### config.mk
export PLATFORM = sky130hd
export DESIGN_NAME = inst_fetch_responder
export DESIGN_NICKNAME = d
export VERILOG_FILES = /design/src/rtl/mips_pkg.sv /design/src/rtl/ifr_line_buffer.sv /design/src/rtl/inst_fetch_responder.sv
export SDC_FILE = /design/constraint.sdc
export NUM_CORES = 1
export LEC_CHECK = 0
export ABC_AREA = 0
export BUFFER_PORTS_ARGS = -buffer_cell sky130_fd_sc_hd__buf_2
export CORE_ASPECT_RATIO = 1.75
export CORE_MARGIN = 2
export CORE_UTILIZATION = 59
export CTS_CLUSTER_SIZE = 16
export DETAILED_ROUTE_END_ITERATION = 6
export GPL_ROUTABILITY_DRIVEN = 0
export PLACE_DENSITY_LB_ADDON = 0.25
export SLEW_MARGIN = 20
export SYNTH_ARGS = -nofsm -noshare
export SYNTH_HDL_FRONTEND = slang
export SYNTH_SLANG_ARGS = --single-unit
### constraint.sdc
create_clock -name clk -period 3.4 [get_ports clk]
set_clock_uncertainty 0.05 [all_clocks]
set_input_delay 0.68 -clock clk [delete_from_list [all_inputs] [get_ports clk]]
set_output_delay 0.68 -clock clk [all_outputs]
set_load 0.01 [all_outputs]
### src/rtl/mips_pkg.sv
// Shared definitions for the instruction fetch responder: NOP encoding,
// FSM state type and the line-tag extraction helper.
package mips_pkg;

    localparam logic [31:0] NOP_INST = 32'h0000_0000;

    typedef enum logic [0:0] {
        IFR_IDLE,
        IFR_REFILL
    } ifr_state_t;

    // Tag is everything above the byte offset and the word-in-line index.
    // Operates at a fixed 64-bit width so callers of any ADDR_W can share it.
    function automatic logic [63:0] line_tag(input logic [63:0] pc,
                                             input int unsigned line_words);
        return pc >> (2 + $clog2(line_words));
    endfunction

endpackage

### src/rtl/ifr_line_buffer.sv
// Single-line instruction buffer: tag, valid bit and LINE_WORDS data words,
// with one write port for refill beats and one combinational read port.
module ifr_line_buffer #(
    parameter int unsigned LINE_WORDS = 4,
    parameter int unsigned IDX_W      = 2,
    parameter int unsigned TAG_W      = 28
) (
    input  logic             clk,
    input  logic             rst,
    input  logic             clr_valid,
    input  logic             set_valid,
    input  logic             tag_we,
    input  logic [TAG_W-1:0] tag_in,
    input  logic             we,
    input  logic [IDX_W-1:0] widx,
    input  logic [31:0]      wdata,
    input  logic [IDX_W-1:0] ridx,
    output logic [31:0]      rdata,
    output logic             valid,
    output logic [TAG_W-1:0] tag
);

    logic [31:0] data_q [LINE_WORDS];

    always_ff @(posedge clk) begin
        if (rst) begin
            valid <= 1'b0;
            tag   <= '0;
        end else begin
            if (set_valid) begin
                valid <= 1'b1;
            end else if (clr_valid) begin
                valid <= 1'b0;
            end
            if (tag_we) begin
                tag <= tag_in;
            end
        end
    end

    always_ff @(posedge clk) begin
        if (we) begin
            data_q[widx] <= wdata;
        end
    end

    assign rdata = data_q[ridx];

endmodule

### src/rtl/inst_fetch_responder.sv
// Instruction fetch responder: serves IF from a one-line buffer and refills
// it word by word over a req/ack handshake. IFR_STATS_EN adds hit/miss counters.
module inst_fetch_responder
    import mips_pkg::*;
#(
    parameter int unsigned LINE_WORDS = 4,
    parameter int unsigned ADDR_W     = 32
) (
    input  logic              clk,
    input  logic              rst,
    input  logic [ADDR_W-1:0] pc,
    input  logic              flush,
    output logic [31:0]       inst,
    output logic              hold_if,
    output logic              addr_err,
    output logic              mem_req,
    output logic [ADDR_W-1:0] mem_addr,
    input  logic [31:0]       mem_rdata,
    input  logic              mem_ack
`ifdef IFR_STATS_EN
    ,
    output logic [31:0]       hit_cnt,
    output logic [31:0]       miss_cnt
`endif
);

    localparam int unsigned IDX_W = $clog2(LINE_WORDS);
    localparam int unsigned OFF_W = IDX_W + 2;
    localparam int unsigned TAG_W = ADDR_W - OFF_W;
    localparam logic [IDX_W-1:0] LAST_IDX = IDX_W'(LINE_WORDS - 1);

    ifr_state_t       state_q, state_d;
    logic [IDX_W-1:0] widx_q, widx_d;
    logic             flush_pending_q, flush_pending_d;

    logic [63:0]      pc_tag_full;
    logic             misaligned, tag_match, hit;
    logic             clr_valid, set_valid, tag_we, buf_we;
    logic [31:0]      buf_rdata;
    logic             buf_valid;
    logic [TAG_W-1:0] buf_tag;

    assign pc_tag_full = line_tag(64'(pc), LINE_WORDS);
    assign misaligned  = |pc[1:0];
    assign tag_match   = (pc_tag_full == 64'(buf_tag));
    assign hit         = buf_valid & tag_match & ~misaligned;

    ifr_line_buffer #(
        .LINE_WORDS (LINE_WORDS),
        .IDX_W      (IDX_W),
        .TAG_W      (TAG_W)
    ) u_line (
        .clk       (clk),
        .rst       (rst),
        .clr_valid (clr_valid),
        .set_valid (set_valid),
        .tag_we    (tag_we),
        .tag_in    (pc_tag_full[TAG_W-1:0]),
        .we        (buf_we),
        .widx      (widx_q),
        .wdata     (mem_rdata),
        .ridx      (pc[OFF_W-1:2]),
        .rdata     (buf_rdata),
        .valid     (buf_valid),
        .tag       (buf_tag)
    );

    always_comb begin
        state_d         = state_q;
        widx_d          = widx_q;
        flush_pending_d = flush_pending_q;
        hold_if         = 1'b0;
        inst            = NOP_INST;
        addr_err        = misaligned;
        mem_req         = 1'b0;
        mem_addr        = '0;
        clr_valid       = 1'b0;
        set_valid       = 1'b0;
        tag_we          = 1'b0;
        buf_we          = 1'b0;

        if (rst) begin
            hold_if  = 1'b1;
            addr_err = 1'b0;
        end else begin
            case (state_q)
                IFR_IDLE: begin
                    clr_valid = flush;
                    if (!misaligned) begin
                        if (hit) begin
                            inst = buf_rdata;
                        end else begin
                            hold_if   = 1'b1;
                            tag_we    = 1'b1;
                            clr_valid = 1'b1;
                            widx_d    = '0;
                            state_d   = IFR_REFILL;
                        end
                    end
                end
                IFR_REFILL: begin
                    mem_req  = 1'b1;
                    mem_addr = {buf_tag, widx_q, 2'b00};
                    hold_if  = 1'b1;
                    if (flush) begin
                        flush_pending_d = 1'b1;
                    end
                    if (mem_ack) begin
                        buf_we = 1'b1;
                        widx_d = widx_q + IDX_W'(1);
                        if (widx_q == LAST_IDX) begin
                            // A flush seen at any point of the refill keeps the line invalid.
                            set_valid       = ~(flush_pending_q | flush);
                            flush_pending_d = 1'b0;
                            state_d         = IFR_IDLE;
                        end
                    end
                end
                default: state_d = IFR_IDLE;
            endcase
        end
    end

    always_ff @(posedge clk) begin
        if (rst) begin
            state_q         <= IFR_IDLE;
            widx_q          <= '0;
            flush_pending_q <= 1'b0;
        end else begin
            state_q         <= state_d;
            widx_q          <= widx_d;
            flush_pending_q <= flush_pending_d;
        end
    end

`ifdef IFR_STATS_EN
    logic idle_hit, idle_miss;

    assign idle_hit  = ~rst & (state_q == IFR_IDLE) & hit;
    assign idle_miss = ~rst & (state_q == IFR_IDLE) & ~hit & ~misaligned;

    always_ff @(posedge clk) begin
        if (rst) begin
            hit_cnt  <= '0;
            miss_cnt <= '0;
        end else begin
            if (idle_hit && hit_cnt != 32'hFFFF_FFFF) begin
                hit_cnt <= hit_cnt + 32'd1;
            end
            if (idle_miss && miss_cnt != 32'hFFFF_FFFF) begin
                miss_cnt <= miss_cnt + 32'd1;
            end
        end
    end
`endif

endmodule
# Yosys cells after proc, flatten, opt, wreduce, memory -nomap -nowiden
# Memories as Yosys holds them, arrays and structs flattened.
# Index checks and enable logic that the tools add are counted.
# totals
n_memories	1
ram_bits	128
register_bits	33
wordCells	61
input_bits	68
# op_classes
n_eq_ne	5
n_mux	40
bitwise	6
reduce_logical	3
add_sub_neg	1
# memory_table
memory	depth	width	read_ports	rd_ports_with_merged_regs	wr	line	text
u_line.data_q	4	32	1	0	1	ifr_line_buffer.sv:23	logic [31:0] data_q [LINE_WORDS];
# ops
operator	count
$mux W32	6
$eq A28 B28 Y1	1
$mux W1	28
$mux W2	3
$ne A2 B2 Y1 const B	3
$pmux W1 S2	2
$pmux W2 S2	1
$not A1 Y1	3
$reduce_and A3 Y1	1
$add A2 B1 Y2 const B	1
$and A1 B1 Y1	2
$eq A2 B2 Y1 const B	1
$reduce_bool A2 Y1	1
$reduce_or A2 Y1	1
$or A1 B1 Y1	1

# Depth between registers and ports, before layout
# logic_depth
depth_word	9
mapped_depth	7
depth_no_buf	6

# Hierarchy
# Synthesis repeated with hierarchy kept, for this count alone.
# hier_totals
cells_unflattened	438
area_unflattened_um2	6884.1
# modules_own_cells
mod	area_each_um2	cells_per_inst	seq_area_each_um2	instances
ifr_line_buffer	5704.2	266	4424.2	1
inst_fetch_responder	1179.9	172	80.1	1

# Least setup slack after synthesis
# No wires, ideal clock.
# synth_timing
path_kind	input to output
start	in pc[21]
end	out inst[21]
required_ns	2.670
arrival_time_ns	1.933
setup_slack_ns	0.737
cell_stages	6
cell_sequence	xnor2_1 > o2111ai_1 > nor4_2 > nand4_1 > clkbuf_1 > nor2b_1
# synth_via
elab_chain_cells	7
# synth_lines
item	line	text
start: declaration	inst_fetch_responder.sv:11	input logic [ADDR_W-1:0] pc,
$eq A28 B28 Y1	inst_fetch_responder.sv:45	assign tag_match = (pc_tag_full == 64'(buf_tag));
$and A1 B1 Y1 (2 in a row)	inst_fetch_responder.sv:46	assign hit = buf_valid & tag_match & ~misaligned;
$mux W32	inst_fetch_responder.sv:90	if (hit) begin
$mux W32	inst_fetch_responder.sv:89	if (!misaligned) begin
$mux W32	inst_fetch_responder.sv:86	case (state_q)
$mux W32	inst_fetch_responder.sv:82	if (rst) begin
end: declaration	inst_fetch_responder.sv:13	output logic [31:0] inst,
# Every way passes these cells.

# Worst setup path in the final report
# layout_timing
start	in pc[5]
end	out inst[21]
# Same word-level chain as after synthesis.

==> results.md <==
* Number of placed I/O pins at 135
* GR Overflow Total at 0
* Initial antenna violation count at 1
* Initial core utilization at 60.4%
* Worst VDD drop at 0.346 mV
* Worst Setup Path Type: input pin to primary output
* Area delta synth->final at 19.5%
* Port bufs at ~130
* CORE AREA at 0.0115 mm²
* Most common cell after layout, fill and taps aside: buf_2
* Final Util at 72.2%
* Area of the multi-input gates at around 0.0023 mm²
* Max Root-Sink Buffers at 2
* TritonCTS Buffers at 17
* NetSw at 0.931 mW
* Full die area at 0.0127 mm²
* DRC at 0
* GRT Total Usage at about 22%
* CTS clk-pin slew, worst paths at 0.07 ns
* Final setup margin at 0.261 ns
* Worst path cell trace: buf_2 > xnor2_1 > nand4_1 > nor4_2 > buf_4 > nand4_1 > buf_4 > nor2b_1 > buf_2
* Root Buffer: clkbuf_16
* Internal power at 3.24 mW
* Worst Hold Class: register to register
* Postcts setup bufs at 0
* DR vias/cell at 5.57
* DRT Pass-1 Iters at 4
* Mapped Avg Cell Area at 15.8 µm²
* CTS resizes at 0
* Row count at 52
* Synth Register Bits at 161
* Die height at 148 µm
* First-pass GRT wire length at about 21,000 µm
* Sequential area share after synthesis at 64.7%
* Htree depth at 4
* Synth area leaders: edfxtp_1 (55%), mux4_2 (10%), dfxtp_1 (9.5%)
* Fin Setup TNS at 0 ns
* Pin count of the biggest net entering global routing at 67
* Clk pwr share at 41.8%
* Max Slew Vio Count at 0
* Leakage power at 3.07 nW
* Worst Path Arrival at 2.41 ns
* CP Data Required Time at 2.67 ns
* Worst setup SP type: input pin
* Die Wd at between 80 and 90 µm
* PwrDens at 502 mW/mm²
* Synth Instances at 441
* Most frequent cells in the layout: buf_2 (132), edfxtp_1 (128), nand2b_1 (54)
* Fin. Hold Viols at 0
* Skew-Pair Late Insertion Delay at 0.41 ns
* DP Wirelength at 8630 µm
* Gate power share at 6.2%
* Slew @ Worst Pin at approximately 1.0 ns
* Crit end category: primary output
* Sequential power share at 52.0%
* Final wirelength at 13,300 µm
* Switching power share of the total at 22.3%
* Hold_buf cts at 0
* RSZ-0062 raised after global routing: false
* Layout cells sized above 1 at 36.7%
* Synth area leader: edfxtp_1
* Sequential cell area at 0.00450 mm²
* Fill cell total of the finished layout at 763
* Slew margin rel. at 30.5%
* Pre-CTS setup slack at 0.190 ns
* Vias in the first global route at 4,256
* Fmax at 319 MHz
* Routed Antenna Nets at 0
* # Max-Cap Violations at 0
* CP max stage delay at around 0.35 ns
* DR iter-0 viols at 214
* Worst Path Max Fanout at 32
* Via count at 4,053
* NumNets Final at 651
* Fin crit share at 92.3%
* Synth unique cells at 36
* Setup-failing EPs final at 0
* Outcome: finished clean
* TritonCTS Sinks at ~160
* CTS tree: yes
* CP max-delay cell: nor4_2
* Yosys top cell area share at 55.2%
* Mapped cell area at 0.00696 mm²
* Worst hold margin at 0.420 ns
* Wire length per cell at between 15 and 20 µm
* Final Critical Period at 3.14 ns
* YS warnings at 0
[registers in the layout, summed over array words and instances, names as in the netlist]
signal / cells
flush_pending_q: 1
state_q: 1
u_line.data_q: 128
u_line.tag: 28
u_line.valid: 1
widx_q: 2
[area by class of cell]
type                       count  area share (%)
sequential                   161            54.1
multi-input combinational    251            27.8
inverter                       4           0.180
clock buffer                  18            5.16
clock inverter                14            1.52
tap                          135            2.03
antenna                        1          0.0301
timing repair buffer         144            9.17
[critical path, delay by kind of cell]
family	cells	cell delay [ns]
simple gates	4	0.77
xor+xnor	1	0.20
buf+inv	4	0.73
[cell families (layout without fill, tap and decap cells)]
kind of cell	after synthesis	after routing	synth area share, %
compound gates	12	12	1.38
xor+xnor	27	27	3.40
fa+ha+maj	4	4	0.719
buf+inv	30	180	2.39
flops	161	161	64.7
mux	60	60	14.4
other cells	1	3	0.0539
simple gates	146	146	12.9
[cell usage after synthesis (all sizes together)]
library cell,n
edfxtp,128
nand2b,54
dfxtp,33
mux4,32
nor2b,32
and2,28
mux2i,28
xnor2,27
clkbuf,16
buf,10
nor2,7
nand4,6
and3,4
ha,4
inv,4
or2b,4
nand2,3
nor3,3
nor4,3
nand3,2
o21ai,2
o41ai,2
a2111oi,1
a21boi,1
a21oi,1
a22oi,1
a31o,1
a31oi,1
conb,1
o2111ai,1
o21ba,1
[metrics by stage]
stage / std cells / instance area (µm²) / power, mW
final: 728 / 8320 / 4.18
after floorplan: 442 / 6960 / 2.38
after global placement: 695 / 7760 / 2.46
after detailed placement: 695 / 7760 / 2.48
after global routing: 728 / 8320 / 4.32
after CTS: 727 / 8320 / 4.21
[layer usage]
metal	wire [µm]	global-route usage, %	up-vias
met5	0	0	-
met4	180	6.67	0
met3	786	5.42	16
met2	7540	40.5	137
met1	4750	24.6	2003
li1	-	-	1897
[power by group through the flow]
stage	sequential [mW]	clock [mW]	combinational, mW
6_report	2.17	1.74	0.261
4_1_cts	2.17	1.78	0.265
3_5_place_dp	2.21	0	0.263
3_3_place_gp	2.21	0	0.253
5_1_grt	2.17	1.86	0.286
2_1_floorplan	2.21	0	0.171
[worst paths after layout]
kind	end	slack (ns)	startpoint	depth (start not counted)
worst max-delay path	inst[21]	0.26	pc[5]	9
worst min-delay path	flush_pending_q	0.42	flush_pending_q	2
worst max register to register	u_line.tag[9]	0.80	u_line.tag[17]	7
worst min register to register	flush_pending_q	0.42	flush_pending_q	2
(Power assumes the default switching activity.)
